`config.mk`:
```
export PLATFORM = sky130hd
export DESIGN_NAME = imem_boot_ctrl_flat
export DESIGN_NICKNAME = d
export VERILOG_FILES = /design/src/rtl/imem_pkg.sv /design/src/rtl/imem_boot_ctrl_if.sv /design/src/rtl/imem_load_counter.sv /design/src/rtl/imem_boot_ctrl.sv /design/src/flat_wrapper.sv
export SDC_FILE = /design/constraint.sdc
export NUM_CORES = 1
export LEC_CHECK = 0
export CAP_MARGIN = 20
export CELL_PAD_IN_SITES_DETAIL_PLACEMENT = 1
export CELL_PAD_IN_SITES_GLOBAL_PLACEMENT = 1
export CORE_MARGIN = 1
export CORE_UTILIZATION = 21
export CTS_BUF_LIST = sky130_fd_sc_hd__clkbuf_4 sky130_fd_sc_hd__clkbuf_8
export DETAILED_ROUTE_END_ITERATION = 12
export PLACE_DENSITY = 0.84
export SLEW_MARGIN = 20
export SYNTH_ARGS = -nofsm -noshare
export SYNTH_HDL_FRONTEND = slang
export SYNTH_HIERARCHICAL = 1
export SYNTH_SLANG_ARGS = --single-unit
```
`constraint.sdc`:
```
create_clock -name clk -period 2.9 [get_ports clk]
set_input_delay 0.58 -clock clk [delete_from_list [all_inputs] [get_ports clk]]
set_output_delay 0.58 -clock clk [all_outputs]
set_load 0.01 [all_outputs]
```
`src/rtl/imem_pkg.sv`:
```
// Shared types and defaults for the instruction-memory boot controller.
package imem_pkg;

    localparam int          DEPTH_DEF = 1024;
    localparam int          AW_DEF    = 10;
    localparam logic [31:0] NOP       = 32'h0000_0000;

    typedef enum logic [1:0] {
        IDLE = 2'd0,
        LOAD = 2'd1,
        RUN  = 2'd2
    } state_t;

endpackage

```
`src/rtl/imem_boot_ctrl_if.sv`:
```
// Host program-load channel: one-cycle start request plus a valid/ready word stream.
interface imem_boot_ctrl_if #(
    parameter int AW = imem_pkg::AW_DEF
) ();
    logic          load_start;
    logic [AW:0]   load_count;
    logic          load_valid;
    logic [31:0]   load_data;
    logic          load_ready;

    modport master (
        output load_start, load_count, load_valid, load_data,
        input  load_ready
    );

    modport slave (
        input  load_start, load_count, load_valid, load_data,
        output load_ready
    );
endinterface

```
`src/rtl/imem_load_counter.sv`:
```
// Load word counter with latched target; last flags the increment that completes the load.
// Latency: count updates on the edge after inc; last is combinational.
// Backpressure: none, increments only while below target.
module imem_load_counter
    import imem_pkg::*;
#(
    parameter int DEPTH = DEPTH_DEF,
    parameter int AW    = AW_DEF
) (
    input  logic        clk,
    input  logic        rst_n,
    input  logic        clear,
    input  logic [AW:0] count_req,
    input  logic        inc,
    output logic [AW:0] count,
    output logic        last
);
    localparam logic [AW:0] DEPTH_W = (AW+1)'(DEPTH);
    localparam logic [AW:0] ONE     = (AW+1)'(1);

    logic [AW:0] target;

    always_ff @(posedge clk or negedge rst_n) begin
        if (!rst_n) begin
            count  <= '0;
            target <= '0;
        end else if (clear) begin
            count  <= '0;
            target <= (count_req > DEPTH_W) ? DEPTH_W : count_req;
        end else if (inc && (count != target)) begin
            count  <= count + ONE;
        end
    end

    assign last = inc && ((count + ONE) == target);
endmodule

```
`src/rtl/imem_boot_ctrl.sv`:
```
// Boot loader / fetch mux for a single-port IMEM; optional checksum via IMEM_CHECKSUM_EN.
// Latency: writes and fetch reads are zero-cycle; done pulses the first RUN cycle.
// Backpressure: load_ready only in LOAD; fetch stalled outside RUN.
module imem_boot_ctrl
    import imem_pkg::*;
#(
    parameter int DEPTH = DEPTH_DEF,
    parameter int AW    = AW_DEF
) (
    input  logic                    clk,
    input  logic                    rst_n,
    imem_boot_ctrl_if.slave         load,
    input  logic [31:0]             fetch_pc,
    output logic [31:0]             fetch_instr,
    output logic                    stall,
    output logic                    misalign,
    output logic [AW-1:0]           mem_addr,
    output logic [31:0]             mem_wdata,
    output logic                    mem_we,
    input  logic [31:0]             mem_rdata,
    output logic                    done,
    output logic [31:0]             csum
);
    state_t      state, state_nxt;
    logic        start, hs, last, done_nxt;
    logic [AW:0] count;

    // A start request while loading is dropped so the active load is untouched.
    assign start            = load.load_start && (state != LOAD);
    assign load.load_ready  = (state == LOAD);
    assign hs               = load.load_valid && load.load_ready;

    imem_load_counter #(.DEPTH(DEPTH), .AW(AW)) u_cnt (
        .clk       (clk),
        .rst_n     (rst_n),
        .clear     (start),
        .count_req (load.load_count),
        .inc       (hs),
        .count     (count),
        .last      (last)
    );

    always_comb begin
        state_nxt = state;
        done_nxt  = 1'b0;
        case (state)
            IDLE, RUN: begin
                if (start) begin
                    if (load.load_count == '0) begin
                        state_nxt = RUN;
                        done_nxt  = 1'b1;
                    end else begin
                        state_nxt = LOAD;
                    end
                end
            end
            LOAD: begin
                if (last) begin
                    state_nxt = RUN;
                    done_nxt  = 1'b1;
                end
            end
            default: state_nxt = IDLE;
        endcase
    end

    always_ff @(posedge clk or negedge rst_n) begin
        if (!rst_n) begin
            state <= IDLE;
            done  <= 1'b0;
        end else begin
            state <= state_nxt;
            done  <= done_nxt;
        end
    end

    always_comb begin
        stall       = 1'b1;
        mem_we      = 1'b0;
        mem_addr    = count[AW-1:0];
        mem_wdata   = load.load_data;
        misalign    = 1'b0;
        fetch_instr = NOP;
        case (state)
            LOAD: mem_we = hs;
            RUN: begin
                stall       = 1'b0;
                mem_addr    = fetch_pc[AW+1:2];
                misalign    = (fetch_pc[1:0] != 2'b00);
                fetch_instr = misalign ? NOP : mem_rdata;
            end
            default: ;
        endcase
    end

`ifdef IMEM_CHECKSUM_EN
    logic [31:0] csum_q;

    always_ff @(posedge clk or negedge rst_n) begin
        if (!rst_n)     csum_q <= '0;
        else if (start) csum_q <= '0;
        else if (hs)    csum_q <= csum_q + load.load_data;
    end

    assign csum = csum_q;
`else
    assign csum = '0;
`endif

    logic unused_ok;
    assign unused_ok = ^{fetch_pc[31:AW+2], count[AW]};
endmodule

```
`src/flat_wrapper.sv`:
```
// flat-port wrapper written by rule: the top's interface ports become plain ports
module imem_boot_ctrl_flat import imem_pkg::*;
#(
    parameter int DEPTH = DEPTH_DEF,
    parameter int AW    = AW_DEF
)
  (clk, rst_n, fetch_pc, fetch_instr, stall, misalign, mem_addr, mem_wdata, mem_we, mem_rdata, done, csum, load_load_start, load_load_count, load_load_valid, load_load_data, load_load_ready);
  imem_boot_ctrl_if #(.AW(AW)) load_i ();
  input  logic clk;
  input  logic rst_n;
  input  logic [31:0] fetch_pc;
  output logic [31:0] fetch_instr;
  output logic stall;
  output logic misalign;
  output logic [AW-1:0] mem_addr;
  output logic [31:0] mem_wdata;
  output logic mem_we;
  input  logic [31:0] mem_rdata;
  output logic done;
  output logic [31:0] csum;
  input wire logic [$bits(load_i.load_start)-1:0] load_load_start;
  input wire logic [$bits(load_i.load_count)-1:0] load_load_count;
  input wire logic [$bits(load_i.load_valid)-1:0] load_load_valid;
  input wire logic [$bits(load_i.load_data)-1:0] load_load_data;
  output wire logic [$bits(load_i.load_ready)-1:0] load_load_ready;
  assign load_i.load_start = load_load_start;
  assign load_i.load_count = load_load_count;
  assign load_i.load_valid = load_load_valid;
  assign load_i.load_data = load_load_data;
  assign load_load_ready = load_i.load_ready;
  imem_boot_ctrl #(.DEPTH(DEPTH), .AW(AW)) u_core (.clk(clk), .rst_n(rst_n), .load(load_i), .fetch_pc(fetch_pc), .fetch_instr(fetch_instr), .stall(stall), .misalign(misalign), .mem_addr(mem_addr), .mem_wdata(mem_wdata), .mem_we(mem_we), .mem_rdata(mem_rdata), .done(done), .csum(csum));
endmodule
```
Word level (Yosys, flattened, before mapping):

Index checks and enable logic that the tools add are counted.

* register bits after elaboration: 25
* input bits: 111

* $add $sub $neg: 1
* order comparisons: 1
* eq/ne operators: 7
* multiplexer cells: 17
* reduce and logical (&&, ||, !) cells: 10

Operator list (number)
* 2-to-1 mux 32 bit: 2
* 2-to-1 mux 11 bit: 3
* adder 11 x 1 -> 11 bit, second input constant: 1
* equality test 11 bit: 1
* > comparator 11 bit, second input constant: 1
* logical NOT 11 bit: 1
* inequality test 11 bit: 1
* 2-to-1 mux 10 bit: 1
* 2-to-1 mux 1 bit: 6
* 2-to-1 mux 2 bit: 3
* logical AND 1 bit: 4
* inequality test 2 x 1 -> 1 bit, second input constant: 2
* case mux 2 bit (2 select lines): 1
* nonzero test 2 bit: 2
* equality test 2 x 1 -> 1 bit, second input constant: 1
* equality test 2 bit, second input constant: 1
* logical NOT 2 bit: 1
* inequality test 2 bit, second input constant: 1
* case mux 1 bit (2 select lines): 1
* AND reduction 2 bit: 1
* OR reduction 2 bit: 1

Longest topological paths before layout:

* depth in word-level cells: 5
* depth in mapped cells: 9
* mapped depth without buffers: 8

Cells and area by module:

The synthesis kept the hierarchy.

Modules (own cells, without submodules)
* imem_load_counter: times used 1, cells each 149, area an instance 1398.8 um2, sequential area each 550.5 um2
* imem_boot_ctrl: times used 1, cells each 156, area an instance 1074.8 um2, sequential area each 75.1 um2

Worst setup path after synthesis:

Ideal clock, no wire load.

* path kind: reg-to-reg
* start: reg u_core.u_cnt.count[2]
* end: reg u_core.state[0]
* arrival: 1.981 ns
* data required time: 2.782 ns
* slack: 0.801 ns
* cell stages (with the launch flop): 9
* path buffers: 2
* clock period less this slack: 2.099 ns
* cells stage by stage: dfrtp_1 buf_2 nand3_1 or2_0 clkbuf_1 or4_1 a211oi_1 inv_1 a21o_1

* word-level cells in the longest chain between the ends: 5

Ends and longest elaborated chain
* start: declaration: RTL line imem_load_counter.sv:15 `output logic [AW:0] count,`
* start signal: assignment: RTL line imem_load_counter.sv:31 `count <= count + ONE;`
* adder 11 x 1 -> 11 bit: RTL line imem_load_counter.sv:35 `assign last = inc && ((count + ONE) == target);`
* equality test 11 bit: RTL line imem_load_counter.sv:35
* logical AND 1 bit: RTL line imem_load_counter.sv:35
* via u_core.last: RTL line imem_boot_ctrl.sv:25 `logic start, hs, last, done_nxt;`
* inequality test 2 bit (no line)
* AND reduction 2 bit (no line)
* end signal: assignment: RTL line imem_boot_ctrl.sv:72 `state <= state_nxt;`
* end: declaration: RTL line imem_boot_ctrl.sv:24 `state_t state, state_nxt;`

The timed path passes the listed nets, and every way through them passes these cells.
A chain may end at the register's enable or synchronous reset.

Worst setup path in the final report:

* start: in fetch_pc[0]
* end: out fetch_instr[26]

* word-level cells in the longest chain between the ends: 3

Ends and longest elaborated chain
* start: declaration: RTL line flat_wrapper.sv:11 `input logic [31:0] fetch_pc;`
* nonzero test 2 bit: RTL line imem_boot_ctrl.sv:89 `misalign = (fetch_pc[1:0] != 2'b00);`
* 2-to-1 mux 32 bit: RTL line imem_boot_ctrl.sv:90 `fetch_instr = misalign ? NOP : mem_rdata;`
* 2-to-1 mux 32 bit: RTL line imem_boot_ctrl.sv:84 `case (state)`
* end: declaration: RTL line flat_wrapper.sv:12 `output logic [31:0] fetch_instr;`

No other way between the ends.

==> run metrics <==
Die X 110.5 um; Seq/Total Area, Yosys 25.29%; drt total wl 7.605 mm; CP required 2.32 ns; clock skew 0.001525 ns; Clock power frac 12.5%; Post-DP HPWL 6.185 mm; Reg power frac 35.9%; most instantiated library cell after synthesis buf_4; Synth cell types 54; Hold Vio Cnt, Final 0; met3 WL 318 um; Logic pwr share 51.6%; Max Cap Violations 0; clock sinks 25; CTS buffer count 3; Worst VDD drop 264.3 uV; cell internal pwr 0.001030 W; TritonRoute pass-1 iters 4; Vert. Die Dim 110.5 um; status complete, no violations; Crit Path Max Fanout 33; Top Metal Used met4; CP Class in2out; Final Hold Slack 0.5371 ns; Overflow after GRT 0; mapped cell area 2474 um2; synthesized instance count 305; Synth area leaders dfrtp_1, buf_4, and3_1; CTS tree yes; IO Port Bufs 105; placed cell area 3268 um2; Max-slew headroom 61.90%; Clock Tree Root clkbuf_8; nets 485; post-synth top area share 25.29%; final setup fails 0; Area Overhead vs Synth 34.14%; final cycle utilization of the critical path 93.95%; power per cell area 537.8 nW/um2; leakage 1.422 nW; first-pass GRT wire length 11.86 mm; Slew @ Worst Pin 0.5715 ns; # H-tree levels 1; initial antenna violation count 0; met1 wire length 3.341 mm; layout cells sized above 1 6.452%; fin crit period 2.725 ns; GRT Overall Usage 11.95%; Hold Buf Count CTS 0; crit path capture type output pin; vias in the first global route 2242; EDFF count, synth 0; vias 2196; Fmax 367.0 MHz; worst hold path class reg2reg; Design Area, Final 3318 um2; sw frac 42.27%; final slew viol count 0; Routed wire per std cell 14.77 um; Core ar. 11470 um2; drt drc 0; clock latency on the worst-skew pair 0.27 ns; Via-to-Cell Ratio 4.264; setup bufs post-CTS 0; post_cts resized 0; startpoint types input pin; top post-synthesis cells by count buf_4, nand2_1, and3_1; area leader, netlist dfrtp_1; IO Count 222; Avg Inst Size Synth 8.110 um2; n_diodes 0; Net Sw Power 0.0007543 W; Synth Warn # 6; Bufs on Longest Clock Path 2; setup total negative slack 0 ns; #FFs+latches synth 25; async set-reset flop share out of synthesis 100.0%; Starting Density 21.57%; num rows 39; antenna-violating nets left 0; die area 12220 um2; top_reg_cell synth dfrtp_1; Initial DRC Count 71; met2 wire length 3.824 mm; WP data arrival 2.14 ns; largest net degree at the start of global routing 37; Reg clk slew, reported paths 0.09 ns; unrepaired setup endpoints after global routing no; routability cong. 0.8425; fin util 28.94%
[area by class of cell]
cell class / count / area, um2
fill: 1353 / 8149
clock buffer: 3 / 41.29
timing repair buffer: 113 / 1111
inverter: 12 / 47.55
sequential: 25 / 625.6
multi-input combinational: 218 / 1305
clock inverter: 1 / 8.758
tap: 143 / 178.9
[worst max-delay path, stage by stage]
cell and delay (ns):
clkdlybuf4s50_1 0.43, nor2_1 0.10, buf_4 0.28, and3_1 0.20, clkdlybuf4s50_1 0.55
[layer usage]
metal / up-vias / track usage (%)
met1: 1035 / 14.99
met2: 62 / 21.04
met4: 0 / 3.200
met5: - / 0
met3: 12 / 1.976
li1: 1087 / -
[cells by family after synthesis]
kind of cell               synth area share [%]
and+or+nand+nor                           29.03
other                                    0.1516
adders and majority gates                0.5057
muxes                                     1.265
DFF                                       25.29
xor gates and xnor gates                  6.019
AOI/OAI and AO/OA                         11.08
buffers and inverters                     26.66
[metrics by stage]
stage / worst slack, ns / total power (W) / cells
finish: 0.1755 / 0.001785 / 515
global placement: 0.2088 / 0.001506 / 511
floorplan: 0.8005 / 0.001304 / 336
CTS: 0.1531 / 0.001805 / 515
global route: 0.08407 / 0.001913 / 515
detailed placement: 0.1655 / 0.001568 / 511
[cells in the final DEF, fill, tap and decap left out, types with 4 or more instances in the layout]
master	Yosys	layout
clkdlybuf4s50_1	0	105
nand2_1	35	35
and3_1	32	32
conb_1	1	32
dfrtp_1	25	25
inv_1	11	11
xnor2_1	11	11
a21oi_1	9	9
buf_4	64	8
nand3_1	7	7
o21ai_0	7	7
nor2_1	6	6
xor2_1	6	6
o21ai_1	6	6
or3_1	6	6
nand3b_1	6	6
a22o_1	4	4
[path summary, 6_finish.rpt]
| check | cells after the start | from | slack, ns | end |
|---|---|---|---|---|
| min in group asynchronous | 2 | rst_n | 0.68 | u_core/u_cnt/count[6] |
| max | 5 | fetch_pc[0] | 0.18 | fetch_instr[26] |
| min reg2reg | 1 | u_core/u_cnt/target[10] | 0.54 | u_core/u_cnt/target[10] |
| max reg2reg | 8 | u_core/u_cnt/count[0] | 0.50 | u_core/state[0] |
| min | 1 | u_core/u_cnt/target[10] | 0.54 | u_core/u_cnt/target[10] |
| max in group asynchronous | 2 | rst_n | 1.98 | u_core/u_cnt/count[10] |
[registers in the layout (all words and copies together) (netlist names)]
| name | count |
|---|---|
| u_core/u_cnt/target | 11 |
| u_core/state | 2 |
| u_core/done | 1 |
| u_core/u_cnt/count | 11 |
[power by group through the flow]
stage	sequential, W	combinational [W]	clock, W
6_report	0.000641	0.000921	0.000222
5_1_grt	0.000663	0.00100	0.000245
4_1_cts	0.000643	0.000929	0.000233
3_5_place_dp	0.000650	0.000917	0
3_3_place_gp	0.000637	0.000869	0
2_1_floorplan	0.000562	0.000742	0
(Power assumes the default switching activity.)
